## src/rtl/cpu_pkg.sv

```systemverilog
// Shared LEGv8 definitions: op enum, opcode/prefix constants, condition codes.
package cpu_pkg;

    typedef enum logic [3:0] {
        OP_B     = 4'd0,
        OP_BCOND = 4'd1,
        OP_BL    = 4'd2,
        OP_BR    = 4'd3,
        OP_CBZ   = 4'd4,
        OP_ADDI  = 4'd5,
        OP_ADDS  = 4'd6,
        OP_LDUR  = 4'd7,
        OP_STUR  = 4'd8,
        OP_SUBS  = 4'd9
    } op_e;

    localparam int unsigned INSTR_W = 32;
    localparam int unsigned IMM_W   = 26;

    // 11-bit opcodes for R/D/branch-register formats
    localparam logic [10:0] OPC_ADDS = 11'b10101011000;
    localparam logic [10:0] OPC_SUBS = 11'b11101011000;
    localparam logic [10:0] OPC_LDUR = 11'b11111000010;
    localparam logic [10:0] OPC_STUR = 11'b11111000000;
    localparam logic [10:0] OPC_BR   = 11'b11010110000;

    // Shorter opcode prefixes for B/CB/I formats
    localparam logic [5:0] PFX_B     = 6'b000101;
    localparam logic [5:0] PFX_BL    = 6'b100101;
    localparam logic [7:0] PFX_BCOND = 8'b01010100;
    localparam logic [7:0] PFX_CBZ   = 8'b10110100;
    localparam logic [9:0] PFX_ADDI  = 10'b1001000100;

    // B.cond condition codes
    localparam logic [3:0] COND_EQ = 4'h0;
    localparam logic [3:0] COND_NE = 4'h1;
    localparam logic [3:0] COND_HS = 4'h2;
    localparam logic [3:0] COND_LO = 4'h3;
    localparam logic [3:0] COND_MI = 4'h4;
    localparam logic [3:0] COND_PL = 4'h5;
    localparam logic [3:0] COND_VS = 4'h6;
    localparam logic [3:0] COND_VC = 4'h7;
    localparam logic [3:0] COND_HI = 4'h8;
    localparam logic [3:0] COND_LS = 4'h9;
    localparam logic [3:0] COND_GE = 4'hA;
    localparam logic [3:0] COND_LT = 4'hB;
    localparam logic [3:0] COND_GT = 4'hC;
    localparam logic [3:0] COND_LE = 4'hD;

endpackage

```

## src/rtl/legv8_instr_encode.sv

```systemverilog
// Combinational LEGv8 encoder with immediate range check and illegal-op flag.
module legv8_instr_encode
    import cpu_pkg::*;
(
    input  logic [3:0]  op_i,
    input  logic [4:0]  rd_i,
    input  logic [4:0]  rn_i,
    input  logic [4:0]  rm_i,
    input  logic [3:0]  cond_i,
    input  logic [25:0] imm_i,
    output logic [31:0] word_o,
    output logic        illegal_o
);

    logic fits19;
    logic fits12u;
    logic fits9;

    // Immediate fits when the discarded upper bits are a pure sign (or zero) extension
    always_comb begin
        fits19  = (&imm_i[25:18]) | ~(|imm_i[25:18]);
        fits12u = ~(|imm_i[25:12]);
        fits9   = (&imm_i[25:8]) | ~(|imm_i[25:8]);
    end

    // Field packing per op; unknown ops produce a zero word and flag illegal
    always_comb begin
        word_o    = '0;
        illegal_o = 1'b0;
        case (op_i)
            OP_B:     word_o = {PFX_B, imm_i};
            OP_BL:    word_o = {PFX_BL, imm_i};
            OP_BCOND: begin
                word_o    = {PFX_BCOND, imm_i[18:0], 1'b0, cond_i};
                illegal_o = ~fits19;
            end
            OP_CBZ: begin
                word_o    = {PFX_CBZ, imm_i[18:0], rd_i};
                illegal_o = ~fits19;
            end
            OP_BR:    word_o = {OPC_BR, 11'd0, rn_i, 5'd0};
            OP_ADDI: begin
                word_o    = {PFX_ADDI, imm_i[11:0], rn_i, rd_i};
                illegal_o = ~fits12u;
            end
            OP_ADDS:  word_o = {OPC_ADDS, rm_i, 6'd0, rn_i, rd_i};
            OP_SUBS:  word_o = {OPC_SUBS, rm_i, 6'd0, rn_i, rd_i};
            OP_LDUR: begin
                word_o    = {OPC_LDUR, imm_i[8:0], 2'b00, rn_i, rd_i};
                illegal_o = ~fits9;
            end
            OP_STUR: begin
                word_o    = {OPC_STUR, imm_i[8:0], 2'b00, rn_i, rd_i};
                illegal_o = ~fits9;
            end
            default:  illegal_o = 1'b1;
        endcase
    end

endmodule

```

## src/rtl/imem_program_loader.sv

```systemverilog
// Sequential program loader: accepts symbolic instructions, encodes them and
// writes words into instruction memory from address 0 upward.
module imem_program_loader
    import cpu_pkg::*;
#(
    parameter int unsigned ADDR_W = 6
) (
    input  logic              clk,
    input  logic              rst,
    input  logic              in_valid,
    output logic              in_ready,
    input  logic              in_last,
    input  logic [3:0]        op,
    input  logic [4:0]        rd,
    input  logic [4:0]        rn,
    input  logic [4:0]        rm,
    input  logic [3:0]        cond,
    input  logic [25:0]       imm,
    output logic              mem_we,
    output logic [ADDR_W-1:0] mem_addr,
    output logic [31:0]       mem_wdata,
    output logic [ADDR_W:0]   word_count,
    output logic              done,
    output logic              full,
    output logic              err
);

    localparam int unsigned CNT_W = ADDR_W + 1;
    localparam logic [ADDR_W-1:0] ADDR_MAX = {ADDR_W{1'b1}};

    typedef enum logic [2:0] {
        ST_IDLE = 3'd0,
        ST_ENC  = 3'd1,
        ST_WR   = 3'd2,
        ST_DONE = 3'd3,
        ST_ERR  = 3'd4
    } state_e;

    state_e            state_q;
    logic              in_ready_q;
    logic              last_q;
    logic [3:0]        op_q;
    logic [4:0]        rd_q;
    logic [4:0]        rn_q;
    logic [4:0]        rm_q;
    logic [3:0]        cond_q;
    logic [25:0]       imm_q;
    logic              mem_we_q;
    logic [ADDR_W-1:0] mem_addr_q;
    logic [31:0]       mem_wdata_q;
    logic [CNT_W-1:0]  word_count_q;
    logic              done_q;
    logic              full_q;
    logic              err_q;

    logic [31:0]       wdata_d;
    logic              illegal_d;

    legv8_instr_encode u_enc (
        .op_i      (op_q),
        .rd_i      (rd_q),
        .rn_i      (rn_q),
        .rm_i      (rm_q),
        .cond_i    (cond_q),
        .imm_i     (imm_q),
        .word_o    (wdata_d),
        .illegal_o (illegal_d)
    );

    // Loader FSM: latch -> encode/check -> single-cycle write -> next or terminal
    always_ff @(posedge clk) begin
        if (!rst) begin
            state_q      <= ST_IDLE;
            in_ready_q   <= 1'b1;
            last_q       <= 1'b0;
            op_q         <= '0;
            rd_q         <= '0;
            rn_q         <= '0;
            rm_q         <= '0;
            cond_q       <= '0;
            imm_q        <= '0;
            mem_we_q     <= 1'b0;
            mem_addr_q   <= '0;
            mem_wdata_q  <= '0;
            word_count_q <= '0;
            done_q       <= 1'b0;
            full_q       <= 1'b0;
            err_q        <= 1'b0;
        end else begin
            mem_we_q <= 1'b0;
            case (state_q)
                ST_IDLE: begin
                    if (in_valid) begin
                        op_q       <= op;
                        rd_q       <= rd;
                        rn_q       <= rn;
                        rm_q       <= rm;
                        cond_q     <= cond;
                        imm_q      <= imm;
                        last_q     <= in_last;
                        in_ready_q <= 1'b0;
                        state_q    <= ST_ENC;
                    end
                end
                ST_ENC: begin
                    mem_wdata_q <= wdata_d;
                    if (illegal_d) begin
                        err_q   <= 1'b1;
                        state_q <= ST_ERR;
                    end else begin
                        mem_we_q <= 1'b1;
                        state_q  <= ST_WR;
                    end
                end
                ST_WR: begin
                    // Address wraps to 0 only on the write that fills memory
                    mem_addr_q   <= mem_addr_q + ADDR_W'(1);
                    word_count_q <= word_count_q + CNT_W'(1);
                    if (last_q || (mem_addr_q == ADDR_MAX)) begin
                        done_q  <= 1'b1;
                        full_q  <= (mem_addr_q == ADDR_MAX);
                        state_q <= ST_DONE;
                    end else begin
                        in_ready_q <= 1'b1;
                        state_q    <= ST_IDLE;
                    end
                end
                ST_DONE, ST_ERR: state_q <= state_q;
                default:         state_q <= ST_IDLE;
            endcase
        end
    end

    always_comb begin
        in_ready   = in_ready_q;
        mem_we     = mem_we_q;
        mem_addr   = mem_addr_q;
        mem_wdata  = mem_wdata_q;
        word_count = word_count_q;
        done       = done_q;
        full       = full_q;
        err        = err_q;
    end

endmodule

```

## config.mk

```make
export PLATFORM = sky130hd
export DESIGN_NAME = imem_program_loader
export DESIGN_NICKNAME = d
export VERILOG_FILES = /design/src/rtl/cpu_pkg.sv /design/src/rtl/legv8_instr_encode.sv /design/src/rtl/imem_program_loader.sv
export SDC_FILE = /design/constraint.sdc
export NUM_CORES = 1
export LEC_CHECK = 0
export CORE_MARGIN = 2
export CORE_UTILIZATION = 42
export CTS_CLUSTER_SIZE = 10
export DETAILED_ROUTE_END_ITERATION = 12
export PLACE_DENSITY = 0.7
export SYNTH_ARGS = -nofsm -noshare
export SYNTH_HDL_FRONTEND = slang
export SYNTH_SLANG_ARGS = --single-unit
```

## constraint.sdc

```tcl
create_clock -name clk -period 2.5 [get_ports clk]
set_input_delay 0.5 -clock clk [delete_from_list [all_inputs] [get_ports clk]]
set_output_delay 0.5 -clock clk [all_outputs]
set_load 0.02 [all_outputs]
```

==> impl_metrics.yaml <==
timing:
  finalSetupViolCount: 0
  fin_skew_ns: 0.0154
  hold_ws_ns: 0.461
  finalHoldViolations: 0
  rsz0062_at_grt: "no"
  fin_crit_ns: 2.19
  worstMarginPinSlew_ns: 0.941
  fin_tns_setup_ns: 0
  slew_headroom_pct: 36.9
  max_freq_mhz: 457
  min_period_over_period_pct: 87.5
  slew_violations: 0
drt:
  dr.pass1.iters: 6
  post_drt_wl_per_cell_um: 15.9
  drt_iter0_drc: 483
  drc: 0
  routed_wirelength_mm: 12.2
  viasPerCell: 5.51
  vias: 4227
  drtAntennaViolNets: 0
synthesis:
  ys.flop_type: "dfxtp_1"
  synth_xor_area_share_pct: 2.41
  synth_top_family_by_area: "compound AO/OA/AOI/OAI gates"
  synth_common_cells: "nand2_1, dfxtp_1, a21oi_1"
  syn_avg_cell_area_sq_um: 8.15
  yosys-mux-area-fraction_pct: 0.948
  synth_top_area_cell: "dfxtp_1"
  synth_compound_area_share_pct: 23.7
  synth_edf_count: 0
  synth-seq-cells: 103
  yosysTopAreaCellShare_pct: 47.4
  synth_fa_ha_area_share_pct: 0.575
  synth_seq_area_share_pct: 47.4
  synth_area_sq_um: 4350
  syn_inst: 534
  synth_cell_types: 47
  yosys.area_share.simple_pct: 20.7
  synthesis.nets: 589
  synthTopCellsByArea: "dfxtp_1, nand2_1, a21oi_1, a222oi_1, nor2_1"
  async_flop_share_pct: 0
  yosys.cell_count.top_type: "nand2_1"
  ys_warn_count: 0
power_and_ir_drop:
  max-vdd-ir-drop_v: 0.000277
  powerDensity_nw_per_um2: 642
  design_power_total_uw: 3700
  total_leakage_power_uw: 0.00204
final_layout:
  drive_gt1_share_pct: 7.13
  fin_util_pct: 56.7
  fin_nets: 681
  fin_area_sq_um: 5770
  antenna_cells: 0
  area_delta_synth_final_pct: 32.6
critical_path:
  slowest_delay_ns: 0.56
  worstPathCellList: "or4_1, nor4_1, o31ai_1, a211oi_2, and2_1"
  crit_path_start_kind: "flip-flop"
  crit_buf_inv: 0
  crit_family: "simple AND/OR/NAND/NOR gates"
  cp_data_required_time_ns: 2.81
  critPathMaxFanout: 5
  critPathSlowestCell: "or4_1"
  path_class: "reg2reg"
  crit_path_end_kind: "flip-flop"
  worstPathArrival_ns: 2.49
grt:
  gr-usage-all-layers_pct: 22.0
  use_met2_pct: 35.3
  antenna_found_initial: 0
  busiest_layer: "met2"
  grt_overflow: 0
  grt_pass1_vias: 3965
  grt_pass1_wl_mm: 19.8
  use_met1_pct: 30.5
  use_met3_pct: 2.91
  grt_max_degree: 52
clocking:
  insertion_delay_ns: 0.37
  cts.sinks: 103
  cts-buffers-inserted: 9
  clk_pin_slew_ns: 0.11
  htree_levels: 3
  clockRootBuffer: "clkbuf_8"
  cts_tree: "done"
  cts_buffer_depth: 2
  cts_resized: 0
  ctsHoldBuffers: 0
  postCtsSetupBuffers: 0
floorplanning:
  core-area_sq_um: 10200
  die_w_um: 106
  dieArea_sq_um: 11200
  initial_utilization_pct: 42.8
  io_pins: 103
  chipHeight_um: 106
  rows: 37
hold_path:
  hold_path.class: "reg2reg"
outcome:
  status: "completed"
placement:
  gp_congestion: 0.866
  numPortBuffers: 102
  placed_area_sq_um: 5560
  dp_hpwl_mm: 9.00
job:
  maxCapViolCount: 0
## layout make-up
class                   instances  area (sq um)
fillers                       953          4410
multi-input cells             385          2130
flip-flops and latches        103          2060
repair buffers                119          1170
well taps                     136           170
clock buffers                   9           124
clock inverters                 7          88.8
inverters                       8          30.0
## logic make-up (layout without fill, tap and decap cells)
family,Yosys count,after routing
AO/OA/AOI/OAI,151,151
XOR/XNOR,12,12
adder cells (fa/ha/maj),2,2
buffers and inverters,46,143
flip-flops,103,103
multiplexers,4,4
AND/OR/NAND/NOR,216,216
## power by group
| part | switching [uW] | total [uW] | internal [uW] |
|---|---|---|---|
| Clock | 608 | 1100 | 487 |
| Combinational | 407 | 743 | 336 |
| Sequential | 120 | 1870 | 1750 |
| Total | 1140 | 3700 | 2570 |
## state kept, by name (all words and copies together) (netlist names)
| name | flops |
|---|---|
| mem_addr | 6 |
| in_ready | 1 |
| last_q | 1 |
| mem_wdata | 32 |
| err | 1 |
| rn_q | 5 |
| full | 1 |
| done | 1 |
| imm_q | 26 |
| word_count | 7 |
| mem_we | 1 |
| op_q | 4 |
| state_q | 3 |
| rm_q | 5 |
| rd_q | 5 |
| cond_q | 4 |
## worst register-to-register path: stages, from the launching register on
cell,delay [ns]
dfxtp_1,0.38
or4_1,0.56
nor4_1,0.47
o31ai_1,0.15
a211oi_2,0.39
and2_1,0.19
## per-layer routing
layer / routed length (um) / vias up
met5: 0 / -
met4: 181 / 0
met3: 821 / 16
met2: 5690 / 164
met1: 5530 / 1971
li1: - / 2076
## cells in the final DEF (no fill, tap or decap), drive strengths merged, types with 5 or more instances in the layout
cell / n
a21oi: 64
a22o: 5
o211ai: 6
a222oi: 22
a21o: 5
nand2: 137
xor2: 6
clkdlybuf4s50: 102
inv: 11
nor2: 41
a2bb2oi: 9
nor3: 7
buf: 17
nand4: 7
a22oi: 7
dfxtp: 103
xnor2: 6
o21ai: 19
clkbuf: 9
## path summary, 6_finish.rpt
path / startpoint / to / slack [ns] / cells past startpoint
hold / removal: last_q / last_q / 0.46 / 2
hold reg to reg: last_q / last_q / 0.46 / 2
setup reg to reg: imm_q[12] / mem_we / 0.31 / 5
setup / recovery: imm_q[12] / mem_we / 0.31 / 5
## metrics by stage
step / std cells / setup slack (ns)
after floorplan: 534 / 0.656
after global placement: 751 / 0.486
after detailed placement: 751 / 0.388
after global routing: 767 / 0.192
final: 767 / 0.312
after CTS: 767 / 0.358
(Power assumes the default switching activity.)
